===== config.mk =====
export PLATFORM = sky130hd
export DESIGN_NAME = week6_ex1_xor_frame_parity_flat
export DESIGN_NICKNAME = d
export VERILOG_FILES = /design/src/rtl/week6_ex1_xor_frame_parity_if.sv /design/src/rtl/week6_ex1_xor_frame_parity.sv /design/src/flat_wrapper.sv
export SDC_FILE = /design/constraint.sdc
export NUM_CORES = 1
export LEC_CHECK = 0
export CAP_MARGIN = 20
export CORE_UTILIZATION = 50
export DETAILED_ROUTE_END_ITERATION = 8
export MAX_ROUTING_LAYER = met4
export PLACE_DENSITY_LB_ADDON = 0.25
export SLEW_MARGIN = 40
export SYNTH_ARGS = -nofsm -noshare
export SYNTH_HDL_FRONTEND = slang
export SYNTH_SLANG_ARGS = --single-unit

===== constraint.sdc =====
create_clock -name clk -period 4.83 [get_ports clk]
set_input_delay 0.483 -clock clk [delete_from_list [all_inputs] [get_ports clk]]
set_output_delay 0.483 -clock clk [all_outputs]
set_load 0.03 [all_outputs]

===== src/rtl/week6_ex1_xor_frame_parity_if.sv =====
// Stream bundle for the frame parity unit: the beat input handshake and the frame result handshake.
// The slave modport is the parity unit; the master modport is the source/sink that surrounds it.
interface week6_ex1_xor_frame_parity_if #(
  parameter int WIDTH   = 8,
  parameter int MAX_LEN = 16
);
  localparam int LW = $clog2(MAX_LEN + 1);

  logic             in_valid;
  logic             in_ready;
  logic [WIDTH-1:0] in_data;
  logic             in_last;
  logic             odd_mode;

  logic             out_valid;
  logic             out_ready;
  logic [WIDTH-1:0] out_col_parity;
  logic             out_parity;
  logic [LW-1:0]    out_len;
  logic             out_overflow;

  modport master (
    output in_valid, in_data, in_last, odd_mode, out_ready,
    input  in_ready, out_valid, out_col_parity, out_parity, out_len, out_overflow
  );

  modport slave (
    input  in_valid, in_data, in_last, odd_mode, out_ready,
    output in_ready, out_valid, out_col_parity, out_parity, out_len, out_overflow
  );
endinterface


===== src/rtl/week6_ex1_xor_frame_parity.sv =====
// Streaming column-parity unit: XORs every beat of a frame, then holds the frame result
// (column parity, scalar parity, saturated length, overflow) until downstream accepts it.
module week6_ex1_xor_frame_parity #(
  parameter int WIDTH   = 8,
  parameter int MAX_LEN = 16
) (
  input logic clk,
  input logic rst_n,
  week6_ex1_xor_frame_parity_if.slave bus
);
  localparam int LW = $clog2(MAX_LEN + 1);

  typedef enum logic [1:0] {
    IDLE  = 2'd0,
    ACCUM = 2'd1,
    HOLD  = 2'd2
  } state_t;

  state_t           state;
  logic [WIDTH-1:0] acc;
  logic [LW-1:0]    cnt;
  logic             ovf;
  logic             mode;

  logic [WIDTH-1:0] col_q;
  logic             par_q;
  logic [LW-1:0]    len_q;
  logic             ovf_q;

  logic             accept;
  logic [WIDTH-1:0] acc_nxt;
  logic [LW-1:0]    cnt_nxt;
  logic             ovf_nxt;
  logic             mode_nxt;

  assign accept = bus.in_valid && (state != HOLD);

  // Accumulator values as they stand once the current beat is folded in.
  always_comb begin
    // NOTE: every output of this block gets a default first, so no path leaves a latch behind.
    acc_nxt  = acc;
    cnt_nxt  = cnt;
    ovf_nxt  = ovf;
    mode_nxt = mode;
    if (state == IDLE) begin
      acc_nxt  = bus.in_data;
      cnt_nxt  = LW'(1);
      ovf_nxt  = 1'b0;
      mode_nxt = bus.odd_mode;
    end else if (state == ACCUM) begin
      acc_nxt = acc ^ bus.in_data;
      if (cnt < LW'(MAX_LEN)) cnt_nxt = cnt + 1'b1;
      else                    ovf_nxt = 1'b1;
    end
  end

  always_ff @(posedge clk) begin
    // NOTE: state registers use non-blocking assignment so every register samples pre-edge values.
    if (!rst_n) begin
      state <= IDLE;
      acc   <= '0;
      cnt   <= '0;
      ovf   <= 1'b0;
      mode  <= 1'b0;
      col_q <= '0;
      par_q <= 1'b0;
      len_q <= '0;
      ovf_q <= 1'b0;
    end else begin
      if (accept) begin
        acc  <= acc_nxt;
        cnt  <= cnt_nxt;
        ovf  <= ovf_nxt;
        mode <= mode_nxt;
      end
      case (state)
        IDLE, ACCUM: begin
          if (accept && bus.in_last) begin
            state <= HOLD;
            col_q <= acc_nxt;
            par_q <= (^acc_nxt) ^ mode_nxt;
            len_q <= cnt_nxt;
            ovf_q <= ovf_nxt;
          end else if (accept) begin
            state <= ACCUM;
          end
        end
        HOLD: begin
          if (bus.out_ready) state <= IDLE;
        end
        default: state <= IDLE;
      endcase
    end
  end

  assign bus.in_ready       = (state != HOLD);
  assign bus.out_valid      = (state == HOLD);
  assign bus.out_col_parity = col_q;
  assign bus.out_parity     = par_q;
  assign bus.out_len        = len_q;
  assign bus.out_overflow   = ovf_q;
endmodule


===== src/flat_wrapper.sv =====
// flat-port wrapper written by rule: the top's interface ports become plain ports
module week6_ex1_xor_frame_parity_flat 
#(
  parameter int WIDTH   = 8,
  parameter int MAX_LEN = 16
)
  (clk, rst_n, bus_in_valid, bus_in_data, bus_in_last, bus_odd_mode, bus_out_ready, bus_in_ready, bus_out_valid, bus_out_col_parity, bus_out_parity, bus_out_len, bus_out_overflow);
  week6_ex1_xor_frame_parity_if #(.WIDTH(WIDTH), .MAX_LEN(MAX_LEN)) bus_i ();
  input logic clk;
  input logic rst_n;
  input wire logic [$bits(bus_i.in_valid)-1:0] bus_in_valid;
  input wire logic [$bits(bus_i.in_data)-1:0] bus_in_data;
  input wire logic [$bits(bus_i.in_last)-1:0] bus_in_last;
  input wire logic [$bits(bus_i.odd_mode)-1:0] bus_odd_mode;
  input wire logic [$bits(bus_i.out_ready)-1:0] bus_out_ready;
  output wire logic [$bits(bus_i.in_ready)-1:0] bus_in_ready;
  output wire logic [$bits(bus_i.out_valid)-1:0] bus_out_valid;
  output wire logic [$bits(bus_i.out_col_parity)-1:0] bus_out_col_parity;
  output wire logic [$bits(bus_i.out_parity)-1:0] bus_out_parity;
  output wire logic [$bits(bus_i.out_len)-1:0] bus_out_len;
  output wire logic [$bits(bus_i.out_overflow)-1:0] bus_out_overflow;
  assign bus_i.in_valid = bus_in_valid;
  assign bus_i.in_data = bus_in_data;
  assign bus_i.in_last = bus_in_last;
  assign bus_i.odd_mode = bus_odd_mode;
  assign bus_i.out_ready = bus_out_ready;
  assign bus_in_ready = bus_i.in_ready;
  assign bus_out_valid = bus_i.out_valid;
  assign bus_out_col_parity = bus_i.out_col_parity;
  assign bus_out_parity = bus_i.out_parity;
  assign bus_out_len = bus_i.out_len;
  assign bus_out_overflow = bus_i.out_overflow;
  week6_ex1_xor_frame_parity #(.WIDTH(WIDTH), .MAX_LEN(MAX_LEN)) u_core (.clk(clk), .rst_n(rst_n), .bus(bus_i));
endmodule

==> results by group <==
Routing
  • Routed len/inst: 13.0 um
  • Drt drc: 0
  • Vias post-DR: 1,573
  • Vias per inst: 5.46
  • Drt pass-1 iters: 4
  • Antenna viol nets, final: 0
  • WL final: 3.74 mm
  • DRT iter0 DRCs: 120

Clocking
  • Postcts setup bufs: 0
  • H-tree lvl count: 2
  • Max Root-Sink Buffers: 2
  • Clock root buffer: clkbuf_4
  • # resized after CTS: 0
  • CTS tree: built
  • # clock sinks: 32
  • Clk_lat worst skew: 330 ps
  • Inserted Clock Buffers: 5
  • Clk slew on worst S/H paths: 100 ps
  • CTS Hold Bufs: 0

Worst setup path
  • WP data arrival: 2250 ps
  • Critical Path End Type: output pin
  • Crit path required time: 4350 ps
  • Worst-path fanout max: 24
  • Worst Setup Path Type: reg2out
  • CP Launch Type: register

STA
  • Pins Over Slew Limit: 0
  • Relative slew slack: 0.502
  • Worst clock skew: 8.63 ps
  • Final min period: 2730 ps
  • Setup violations, final: 0
  • Tcrit/Tclk final: 0.565
  • Final Hold Viols: 0
  • Worst slew pin tran: 745 ps
  • RSZ-0062 raised after global routing: no
  • Setup total negative slack: 0 ps
  • Max Clock Freq: 366 MHz

Global routing
  • Largest net degree at the start of global routing: 33
  • Vias in the first global route: 1,417
  • GRT Resource Usage Total: 0.239
  • GR Util met2: 0.366
  • Initial antenna violation count: 0
  • First-pass GRT wire length: 6.18 mm
  • Met3 usage in global routing: 0.0671
  • Grt peak-use layer: met2
  • M1 GR Usage: 0.301
  • Grt ovf: 0

Synthesis
  • Mean Syn Cell Area: 7.73 sq um
  • #FFs+latches synth: 32
  • Gate Count Post-Synth: 219
  • Seq/Total Area, Yosys: 0.378
  • YS warnings: 0
  • Synth Cell Area: 1690 sq um
  • Syn_nets: 234
  • Unique masters post-synth: 34

Cells and area
  • Final Net Count: 259
  • Most frequent cells in the layout: nand2_1 (47), dfxtp_1 (32), clkdlybuf4s50_1 (29)
  • Commonest non-fill, non-tap cell in the layout: nand2_1
  • Share of layout cells above drive strength 1: 0.0410
  • Layout area overhead: 20.5%
  • N_diodes: 0
  • Final Cell Area: 2040 sq um

Place
  • Detailed placement HPWL: 2.61 mm
  • PortBufs: 30
  • DP Area: 1990 sq um
  • GP Congestion: 0.759

Power
  • Peak VDD IR: 0.000182 V
  • Leakage Power: 0.783 nW
  • Pwr/cell area: 280 nW/um^2
  • Total power: 0.000571 W

Flow run
  • Max_cap viols: 0

Run status
  • Status: finished, final reports clean

Floorplan
  • Core box area: 3130 sq um
  • Die Span Y: 60.2 um
  • Die area: 3620 sq um
  • Io pins: 31
  • DIE WIDTH: 60.2 um
  • Starting density of the core: 0.541
  • Std-Cell Rows: 20

Hold path
  • Hold Crit Class: reg2reg
[final timing paths]
kind | slack [ps] | start | to | cells past startpoint
worst max-delay path | 2100 | u_core.state[0] | bus_in_ready | 3
worst min-delay path | 460 | u_core.bus.out_col_parity[0] | u_core.bus.out_col_parity[0] | 2
worst max register to register | 2560 | u_core.state[0] | u_core.bus.out_parity | 6
worst min register to register | 460 | u_core.bus.out_col_parity[0] | u_core.bus.out_col_parity[0] | 2
[sequential cells by signal, summed over array words and instances (netlist names)]
name,count
u_core.acc,8
u_core.bus.out_col_parity,8
u_core.bus.out_len,5
u_core.bus.out_overflow,1
u_core.bus.out_parity,1
u_core.cnt,5
u_core.mode,1
u_core.ovf,1
u_core.state,2
[per-layer routing]
layer / wire length (um) / vias up / share of wire
met5: 0 / - / 0
met4: 52 / 0 / 0.014
met3: 203 / 7 / 0.054
met2: 1720 / 42 / 0.46
met1: 1770 / 720 / 0.47
li1: - / 804 / -
[cells in the mapped netlist (all sizes together)]
library cell,count,area share
o21ai,18,0.053
o21a,1,0.0044
a21oi,11,0.033
nand3,8,0.024
nor2b,3,0.011
a21boi,15,0.067
mux2i,1,0.0059
inv,5,0.011
nor2,14,0.031
o2111a,1,0.0067
o211a,3,0.018
xnor3,1,0.013
a22oi,1,0.0044
buf,4,0.013
a21o,4,0.018
and3b,3,0.016
and2,10,0.037
nor3,4,0.012
xor2,5,0.026
xnor2,3,0.016
clkbuf,8,0.018
ha,1,0.0074
a41oi,1,0.0052
o22ai,2,0.0074
nand3b,1,0.0044
nand2,47,0.10
a221o,3,0.018
dfxtp,32,0.38
nor3b,6,0.027
nand4,1,0.0037
o211ai,2,0.0089
[layout make-up]
class,count,area [sq um]
Timing Repair Buffer,30,295
Inverter,5,18.8
Sequential cell,32,641
Tap cell,44,55.1
Clock inverter,1,5.00
Multi-Input combinational cell,170,983
Fill cell,278,1090
Clock buffer,6,41.3
[worst max-delay path, stage by stage, from the launching register on]
cell             delay, ps
dfxtp_1                820
inv_2                  200
nand2_1                190
clkdlybuf4s50_1        700
[per-stage QoR]
stage / worst slack (ps) / hold WS [ps] / util / instances
after CTS: 2100 / 461 / 0.651 / 288
after detailed placement: 2430 / 447 / 0.636 / 281
after floorplan: 3040 / 435 / - / 219
after global routing: 1930 / 475 / 0.652 / 288
final: 2100 / 458 / 0.652 / 288
after global placement: 2500 / 444 / 0.638 / 281
[kinds of logic (layout without fill, tap and decap cells)]
kind of cell	Yosys count	after routing	share of synthesized area
AOI/OAI and AO/OA	62	62	0.242
DFF	32	32	0.378
buffers and inverters	17	42	0.0421
and+or+nand+nor	97	97	0.269
muxes	1	1	0.00591
adders and majority gates	1	1	0.00739
xor gates and xnor gates	9	9	0.0547
[power breakdown]
| group | total [W] | internal [W] | switching (W) |
|---|---|---|---|
| Clock | 0.000142 | 0.0000536 | 0.0000886 |
| Sequential | 0.000295 | 0.000278 | 0.0000164 |
| Combinational | 0.000134 | 0.0000618 | 0.0000719 |
(Power assumes the default switching activity.)
